--- src/rtl/atm_disp_pkg.sv ---
// Shared definitions for the ATM text display: default character width,
// character codes and the scroller FSM state encoding.
package atm_disp_pkg;

  localparam int CHAR_W_DEF = 5;

  // Character codes: 0 is blank, 1..26 are A..Z.
  localparam logic [4:0] CH_BLANK = 5'd0;
  localparam logic [4:0] CH_A = 5'd1,  CH_B = 5'd2,  CH_C = 5'd3,  CH_D = 5'd4;
  localparam logic [4:0] CH_E = 5'd5,  CH_F = 5'd6,  CH_G = 5'd7,  CH_H = 5'd8;
  localparam logic [4:0] CH_I = 5'd9,  CH_J = 5'd10, CH_K = 5'd11, CH_L = 5'd12;
  localparam logic [4:0] CH_M = 5'd13, CH_N = 5'd14, CH_O = 5'd15, CH_P = 5'd16;
  localparam logic [4:0] CH_Q = 5'd17, CH_R = 5'd18, CH_S = 5'd19, CH_T = 5'd20;
  localparam logic [4:0] CH_U = 5'd21, CH_V = 5'd22, CH_W = 5'd23, CH_X = 5'd24;
  localparam logic [4:0] CH_Y = 5'd25, CH_Z = 5'd26;

  typedef enum logic [1:0] {
    ST_IDLE   = 2'd0,
    ST_SCROLL = 2'd1,
    ST_GAP    = 2'd2
  } scr_state_e;

endpackage

--- src/rtl/step_divider.sv ---
// Scroll step divider: counts 0..STEP_DIV-1 while enabled and raises tick
// on the last count, then wraps. clr forces the count back to 0.
module step_divider #(
  parameter int STEP_DIV = 4
) (
  input  logic clk,
  input  logic rst_n,
  input  logic clr,
  input  logic en,
  output logic tick
);

  localparam int CNT_W = (STEP_DIV > 1) ? $clog2(STEP_DIV) : 1;
  localparam logic [CNT_W-1:0] CNT_LAST = CNT_W'(STEP_DIV - 1);

  logic [CNT_W-1:0] cnt_q, cnt_d;

  // Next count: clear wins, otherwise advance and wrap while enabled.
  always_comb begin
    // NOTE: next-state gets a default first so no path leaves it unassigned (no latch).
    cnt_d = cnt_q;
    if (clr) begin
      cnt_d = '0;
    end else if (en) begin
      cnt_d = (cnt_q == CNT_LAST) ? '0 : cnt_q + CNT_W'(1);
    end
  end

  // Count register.
  always_ff @(posedge clk or negedge rst_n) begin
    // NOTE: sequential state uses non-blocking assignments so all flops update together.
    if (!rst_n) cnt_q <= '0;
    else        cnt_q <= cnt_d;
  end

  assign tick = en && !clr && (cnt_q == CNT_LAST);

endmodule

--- src/rtl/inst_scroller.sv ---
// Message scroller for the ATM display character bus. Loads up to MSG_MAX
// codes, then shifts them one per step into a DISP_CHARS window followed by
// GAP_CHARS blanks, one-shot or looping. Optional macro
// INST_SCROLLER_HOLD_EN adds a hold input that pauses stepping.
module inst_scroller
  import atm_disp_pkg::*;
#(
  parameter int CHAR_W     = CHAR_W_DEF,
  parameter int DISP_CHARS = 8,
  parameter int MSG_MAX    = 16,
  parameter int STEP_DIV   = 4,
  parameter int GAP_CHARS  = 8,
  parameter int IDX_W      = (MSG_MAX > 1) ? $clog2(MSG_MAX) : 1,
  parameter int LEN_W      = $clog2(MSG_MAX + 1)
) (
  input  logic                         sec_clock,
  input  logic                         rst_n,
  input  logic                         load,
  input  logic [IDX_W-1:0]             load_idx,
  input  logic [CHAR_W-1:0]            load_char,
  input  logic [LEN_W-1:0]             msg_len,
  input  logic                         start,
  input  logic                         loop_mode,
  input  logic                         stop,
`ifdef INST_SCROLLER_HOLD_EN
  input  logic                         hold,
`endif
  output logic [DISP_CHARS*CHAR_W-1:0] instruction,
  output logic                         busy,
  output logic                         done
);

  localparam int WIN_W = DISP_CHARS * CHAR_W;
  localparam int GAP_W = $clog2(GAP_CHARS + 1);
  localparam logic [LEN_W-1:0] LEN_MAX  = LEN_W'(MSG_MAX);
  localparam logic [GAP_W-1:0] GAP_LAST = GAP_W'(GAP_CHARS - 1);

  scr_state_e        state_q, state_d;
  logic [WIN_W-1:0]  instr_q, instr_d;
  logic [LEN_W-1:0]  idx_q, idx_d;
  logic [LEN_W-1:0]  len_q, len_d;
  logic [GAP_W-1:0]  gap_q, gap_d;
  logic              loop_q, loop_d;
  logic              fin_q, fin_d;
  logic              done_q, done_d;
  logic              busy_q;
  logic [CHAR_W-1:0] msg_q [MSG_MAX];
  logic              hold_act;
  logic              tick;

`ifdef INST_SCROLLER_HOLD_EN
  assign hold_act = hold;
`else
  assign hold_act = 1'b0;
`endif

  step_divider #(.STEP_DIV(STEP_DIV)) u_div (
    .clk  (sec_clock),
    .rst_n(rst_n),
    .clr  ((state_q == ST_IDLE) || stop),
    .en   ((state_q != ST_IDLE) && !hold_act),
    .tick (tick)
  );

  // Message buffer: host writes accepted only while idle and in range.
  always_ff @(posedge sec_clock or negedge rst_n) begin
    // NOTE: the buffer is reset explicitly because a reset must blank every slot.
    if (!rst_n) begin
      for (int i = 0; i < MSG_MAX; i++) msg_q[i] <= '0;
    end else if (load && (state_q == ST_IDLE) && (int'(load_idx) < MSG_MAX)) begin
      msg_q[load_idx] <= load_char;
    end
  end

  // Next-state and window update: accept, abort, message shift, gap shift.
  always_comb begin
    state_d = state_q;
    instr_d = instr_q;
    idx_d   = idx_q;
    len_d   = len_q;
    gap_d   = gap_q;
    loop_d  = loop_q;
    fin_d   = 1'b0;
    done_d  = fin_q;
    unique case (state_q)
      ST_IDLE: begin
        if (start && (msg_len != '0)) begin
          state_d = ST_SCROLL;
          len_d   = (msg_len > LEN_MAX) ? LEN_MAX : msg_len;
          loop_d  = loop_mode;
          instr_d = '0;
          idx_d   = '0;
        end
      end
      ST_SCROLL: begin
        if (stop) begin
          state_d = ST_IDLE;
          instr_d = '0;
        end else if (tick) begin
          instr_d = (instr_q << CHAR_W) | WIN_W'(msg_q[idx_q[IDX_W-1:0]]);
          if (idx_q == len_q - LEN_W'(1)) begin
            state_d = ST_GAP;
            gap_d   = '0;
          end else begin
            idx_d = idx_q + LEN_W'(1);
          end
        end
      end
      ST_GAP: begin
        if (stop) begin
          state_d = ST_IDLE;
          instr_d = '0;
        end else if (tick) begin
          instr_d = instr_q << CHAR_W;
          if (gap_q == GAP_LAST) begin
            if (loop_q) begin
              state_d = ST_SCROLL;
              idx_d   = '0;
            end else begin
              state_d = ST_IDLE;
              fin_d   = 1'b1;
            end
          end else begin
            gap_d = gap_q + GAP_W'(1);
          end
        end
      end
      default: state_d = ST_IDLE;
    endcase
  end

  // Control and output registers; done trails the completing edge by one cycle.
  always_ff @(posedge sec_clock or negedge rst_n) begin
    if (!rst_n) begin
      state_q <= ST_IDLE;
      instr_q <= '0;
      idx_q   <= '0;
      len_q   <= '0;
      gap_q   <= '0;
      loop_q  <= 1'b0;
      fin_q   <= 1'b0;
      done_q  <= 1'b0;
      busy_q  <= 1'b0;
    end else begin
      state_q <= state_d;
      instr_q <= instr_d;
      idx_q   <= idx_d;
      len_q   <= len_d;
      gap_q   <= gap_d;
      loop_q  <= loop_d;
      fin_q   <= fin_d;
      done_q  <= done_d;
      busy_q  <= (state_d != ST_IDLE);
    end
  end

  assign instruction = instr_q;
  assign busy        = busy_q;
  assign done        = done_q;

endmodule
--- config.mk ---
export PLATFORM = sky130hd
export DESIGN_NAME = inst_scroller
export DESIGN_NICKNAME = d
export VERILOG_FILES = /design/src/rtl/atm_disp_pkg.sv /design/src/rtl/step_divider.sv /design/src/rtl/inst_scroller.sv
export SDC_FILE = /design/constraint.sdc
export NUM_CORES = 1
export LEC_CHECK = 0
export CORE_MARGIN = 2
export CORE_UTILIZATION = 50
export DETAILED_ROUTE_END_ITERATION = 6
export GPL_ROUTABILITY_DRIVEN = 0
export PLACE_DENSITY_LB_ADDON = 0.08
export REMOVE_ABC_BUFFERS = 1
export SLEW_MARGIN = 5
export SYNTH_ARGS = -nofsm -noshare
export SYNTH_HDL_FRONTEND = slang
export SYNTH_SLANG_ARGS = --single-unit
--- constraint.sdc ---
create_clock -name sec_clock -period 3.04 [get_ports sec_clock]
set_input_delay 0.608 -clock sec_clock [delete_from_list [all_inputs] [get_ports sec_clock]]
set_output_delay 0.608 -clock sec_clock [all_outputs]
set_load 0.005 [all_outputs]
==> results_dict.tcl, run 1 <==
set metrics [dict create \
    status "finished, final reports clean" \
    num_rows 42 \
    clk_path_buf_depth 2 \
    route.detailed.drc 0 \
    cap_violations 0 \
    fin_skew_ns 0.00826 \
    grt-ovfl-total 0 \
    required_ns 3.34 \
    synth-edff-count 0 \
    postRouteAntennaNets 0 \
    ys_seq_area_share_pct 53.1 \
    cp_slowest_stage_delay_ns 0.55 \
    nets 644 \
    cts_setup_buffers 0 \
    place_hpwl_um 9390 \
    routed_wl_um 13800 \
    syn_area_um2 6690 \
    slowest_stage "nor2_1" \
    postCtsResizedCells 0 \
    ctsHoldBuffers 0 \
    ys_ff_latch 142 \
    syn_inst 554 \
    cts_buffers 17 \
    num_vias 4420 \
    post-route-util_pct 61.4 \
    insertion_delay_ns 0.42 \
    worstSetupEndpointType "flop" \
    dieHeight_um 120 \
    synth_area_leaders "dfrtp_1 53%, mux2_2 14%, mux4_2 6.4%, nand2_1 5.1%, o21ai_0 3.2%" \
    final_area_um2 8070 \
    antenna_found_initial 0 \
    cts_root_buf "clkbuf_16" \
    hold_violations 0 \
    wl_per_cell_um 17.2 \
    hold_class "in2async" \
    grt_start_max_net_pins 77 \
    ios 62 \
    hold_slack_ns 0.127 \
    crit_arrival_ns 2.80 \
    rsz0062_at_grt "no" \
    crit_type "reg2reg" \
    cts_tree "built" \
    postSynthAreaPerCell_um2 12.1 \
    start_kind "flop" \
    tns_ns 0 \
    setup_viol_count_final 0 \
    via_per_inst 5.49 \
    finalCriticalPeriod_ns 2.50 \
    path_clk_slew_ns 0.06 \
    report.final.slew_viol_count 0 \
    fin_crit_sh_pct 82.3 \
    crit_chain "inv_1, ha_1, nand2_1, nor2_1, nand2_1, nor2_1, mux2_2" \
    yosys.area.top_type_share_pct 53.1 \
    grt.met3_usage_pct 6.23 \
    crit_fanout 7 \
    place_area_um2 7450 \
    leakagePower_nw 3.48 \
    worstMarginPinSlew_ns 0.687 \
    async_flop_share_pct 100 \
    grt_pass1_vias 4478 \
    grt_use_total_pct 21.0 \
    port-buffer-count 61 \
    cts_sinks 142 \
    fmax_mhz 400 \
    synth_top_area_cell "dfrtp_1" \
    area_delta_synth_final_pct 20.7 \
    dp_slack_ns 0.396 \
    antenna_cells 0 \
    die_x_um 120 \
    drtIter0Drc 244 \
    fp.coreArea_um2 13100 \
    drive_above_1_share_pct 24.6 \
    fp.dieArea_um2 14300 \
    yosysWarnings 0 \
    yosysUniqueCellTypes 55 \
    grt_pass1_wl_um 23300 \
    start_util_pct 50.9 \
    first_pass_iters 4 \
    htreeDepth 4 \
    use_met1_pct 29.1 \
    relSlewSlack_pct 54.0 \
    ir_drop_mv 0.486 \
    use_met2_pct 32.8 \
    synth_top_flop_cell "dfrtp_1" \
    top_usage_layer "met2" \
    fin_ws_ns 0.538 \
    power.density_nw_per_um2 786 \
]
placed cells by master (no fill, tap or decap), types with 7 or more instances in the layout:
| cell type | instances |
|---|---|
| dfrtp_1 | 142 |
| mux4_2 | 19 |
| clkdlybuf4s50_1 | 60 |
| ha_1 | 8 |
| o21ai_1 | 9 |
| inv_1 | 7 |
| nor2_1 | 22 |
| mux2_2 | 84 |
| buf_4 | 10 |
| nand3_1 | 8 |
| o21ai_0 | 43 |
| clkbuf_16 | 17 |
| nand2b_1 | 13 |
| nand2_1 | 90 |
through the flow:
| step | total power [mW] | cells |
|---|---|---|
| 2_1_floorplan | 3.68 | 524 |
| 3_3_place_gp | 4.13 | 773 |
| 3_5_place_dp | 4.20 | 773 |
| 4_1_cts | 6.40 | 805 |
| 5_1_grt | 6.70 | 805 |
| 6_report | 6.34 | 805 |
layout make-up:
cell class / instances / area (µm²)
Timing Repair Buffer: 73 / 727
Tap cell: 176 / 220
Clock inverter: 12 / 166
Multi-Input combinational cell: 375 / 2920
Inverter: 7 / 26.3
Clock buffer: 20 / 457
Fill cell: 1044 / 5070
Sequential cell: 142 / 3550
final timing paths:
check / start / end / slack (ns) / cells past startpoint
setup reg to reg: state_q[1]$_DFF_PN0_ / msg_q[44]$_DFFE_PN0P_ / 0.54 / 7
min in group sec_clock: done_d$_DFF_PN0_ / done$_DFF_PN0_ / 0.35 / 0
max in group asynchronous: rst_n / instruction[9]$_DFFE_PN0P_ / 2.17 / 2
setup / recovery: state_q[1]$_DFF_PN0_ / msg_q[44]$_DFFE_PN0P_ / 0.54 / 7
hold reg to reg: done_d$_DFF_PN0_ / done$_DFF_PN0_ / 0.35 / 0
hold / removal: rst_n / gap_q[0]$_DFFE_PN0P_ / 0.13 / 1
cell families (layout without fill, tap and decap cells):
family | after synthesis | in the layout | synth area share [%]
flip-flops | 142 | 142 | 53.1
XOR/XNOR | 10 | 10 | 1.31
buffers and inverters | 37 | 112 | 3.22
AO/OA/AOI/OAI | 85 | 85 | 8.12
multiplexers | 108 | 108 | 21.3
adder cells (fa/ha/maj) | 8 | 8 | 1.50
AND/OR/NAND/NOR | 164 | 164 | 11.4
cells in the mapped netlist, drive strengths merged, types with 5 or more instances:
cell type  instances
nand2             90
ha                 8
nor2b              6
nand2b            15
buf               16
xor2               6
nand3              8
inv                7
mux2              84
mux4              19
mux2i              5
dfrtp            142
o21ai             53
clkbuf            14
nor2              22
state kept, by name, summed over array words and instances, names as in the netlist:
| register | flops |
|---|---|
| loop_q | 1 |
| state_q | 2 |
| u_div.cnt_q | 2 |
| len_q | 5 |
| msg_q | 80 |
| done_d | 1 |
| gap_q | 4 |
| busy | 1 |
| idx_q | 5 |
| instruction | 40 |
| done | 1 |
where the power goes:
group	total (mW)	internal [mW]	switching (mW)
logic	1.50	0.799	0.697
clock network	2.17	1.41	0.765
registers	2.68	2.39	0.286
total	6.34	4.60	1.75
routing by layer:
layer	part of all wire (%)	routed length [µm]
met5	0	0
met3	4.6	637
met4	0.61	85
met1	46	6400
met2	49	6710
critical path: cells and delay by family (launching register included):
family | cells | cell delay, ns
mux | 1 | 0.41
simple gates | 4 | 1.02
flops | 1 | 0.40
fa+ha+maj | 1 | 0.41
buf+inv | 1 | 0.14
Power figures use the tool's default switching activity.
==> inputs of run 2 (changes only) <==
- clock period: 3.04 -> 2.4 ns (I/O delays scaled with it)
==> run 2 against run 1 <==
Sequential power rose by 27%. Final area up 1.8%. Highest routed layer unchanged. Cell count grew 2.9%. Via count up 2.1%. Maximum frequency grew 17%. Die area unchanged. Critical path type unchanged. Power is 23% higher.
==> results_dict.tcl, run 2 (synthesis gave the netlist of run 1 again) <==
set metrics [dict create \
    status "finished, final reports clean" \
    leakagePower_nw 3.57 \
    ios 62 \
    crit_arrival_ns 2.42 \
    num_rows 42 \
    grt.met3_usage_pct 4.99 \
    grt-ovfl-total 0 \
    worstMarginPinSlew_ns 0.595 \
    antenna_cells 0 \
    start_util_pct 50.9 \
    place_hpwl_um 9890 \
    cap_violations 0 \
    wl_per_cell_um 17.2 \
    routed_wl_um 14200 \
    crit_type "reg2reg" \
    insertion_delay_ns 0.41 \
    total_power_mw 7.78 \
    layout.cells.non_filler 828 \
    ir_drop_mv 0.618 \
    cts_setup_buffers 0 \
    place_area_um2 7670 \
    cts_root_buf "clkbuf_16" \
    setup_viol_count_final 0 \
    required_ns 2.68 \
    port-buffer-count 61 \
    worstSetupEndpointType "flop" \
    relSlewSlack_pct 60.2 \
    nFillCells 1051 \
    finalCriticalPeriod_ns 2.14 \
    ctsHoldBuffers 1 \
    post-route-util_pct 62.5 \
    fmax_mhz 468 \
    route.detailed.drc 0 \
    nets 670 \
    fp.coreArea_um2 13100 \
    use_met2_pct 34.7 \
    path_clk_slew_ns 0.05 \
    fin_ws_ns 0.262 \
    grt_use_total_pct 21.6 \
    grt_start_max_net_pins 62 \
    dp_slack_ns -0.0216 \
    num_vias 4511 \
    grt_pass1_wl_um 23800 \
    drive_above_1_share_pct 27.0 \
    htreeDepth 4 \
    largest-register "msg_q" \
    use_met1_pct 29.8 \
    hold_class "reg2reg" \
    hold_violations 0 \
    via_per_inst 5.45 \
    antenna_found_initial 0 \
    final_common_cell "dfrtp_1" \
    hold_slack_ns 0.349 \
    cts_sinks 142 \
    fin_crit_sh_pct 89.1 \
    rsz0062_at_grt "no" \
    cts_tree "built" \
    final_cell_mix "142 x dfrtp_1, 90 x nand2_1, 84 x mux2_2" \
    dieHeight_um 120 \
    grt_pass1_vias 4556 \
    fin_skew_ns 0.00574 \
    drtIter0Drc 341 \
    postRouteAntennaNets 0 \
    final_area_um2 8220 \
    power.density_nw_per_um2 947 \
    tns_ns 0 \
    die_x_um 120 \
    start_kind "flop" \
    report.final.slew_viol_count 0 \
    top_usage_layer "met2" \
    first_pass_iters 4 \
    cts_buffers 17 \
    clk_path_buf_depth 2 \
    largest_reg_flops 80 \
    fp.dieArea_um2 14300 \
    area_delta_synth_final_pct 22.9 \
    crit_fanout 11 \
    postCtsResizedCells 0 \
    dp.cells 798 \
]
run 2: cell types whose count changed in the layout (fill, tap and decap cells not counted), sizes merged:
cell         delta
clkbuf          +4
buf            +25
dlygate4sd3     +1
bufinv          -4
clkinvlp        +1
clkinv          -4
run 2: worst max-delay path, stage by stage (launching register included):
cell	delay, ns
dfrtp_1	0.41
inv_1	0.06
ha_1	0.30
xnor2_1	0.13
a211oi_1	0.24
o311ai_1	0.14
buf_4	0.20
o21a_1	0.23
o21ai_0	0.19
o21ai_0	0.11
run 2: final timing paths:
path                                       from                    end  slack, ns  cells after the start
min                            done_d$_DFF_PN0_         done$_DFF_PN0_       0.35                      0
max                        len_q[0]$_DFFE_PN0P_   gap_q[0]$_DFFE_PN0P_       0.26                      9
min in group asynchronous                 rst_n  msg_q[40]$_DFFE_PN0P_       0.56                      2
max reg2reg                len_q[0]$_DFFE_PN0P_   gap_q[0]$_DFFE_PN0P_       0.26                      9
max in group asynchronous                 rst_n  msg_q[77]$_DFFE_PN0P_       1.21                      3
min reg2reg                    done_d$_DFF_PN0_         done$_DFF_PN0_       0.35                      0
run 2: power breakdown:
group,total [mW],leakage [nW],switching (mW),internal (mW)
registers,3.40,1.89,0.371,3.03
clock network,2.37,0.260,0.932,1.44
logic,2.01,1.43,0.908,1.10
run 2: final cells by class:
type | count | area, µm² | share of cell area, %
Sequential cell | 142 | 3550 | 43.2
Multi-Input combinational cell | 375 | 2920 | 35.5
Timing Repair Buffer | 99 | 962 | 11.7
Clock buffer | 24 | 502 | 6.11
Tap cell | 176 | 220 | 2.68
Clock inverter | 5 | 33.8 | 0.411
Inverter | 7 | 26.3 | 0.320
run 2: layer usage:
layer / share of wire [%] / wire (µm)
met5: 0 / 0
met4: 0.71 / 101
met3: 3.6 / 515
met2: 49 / 6910
met1: 47 / 6690
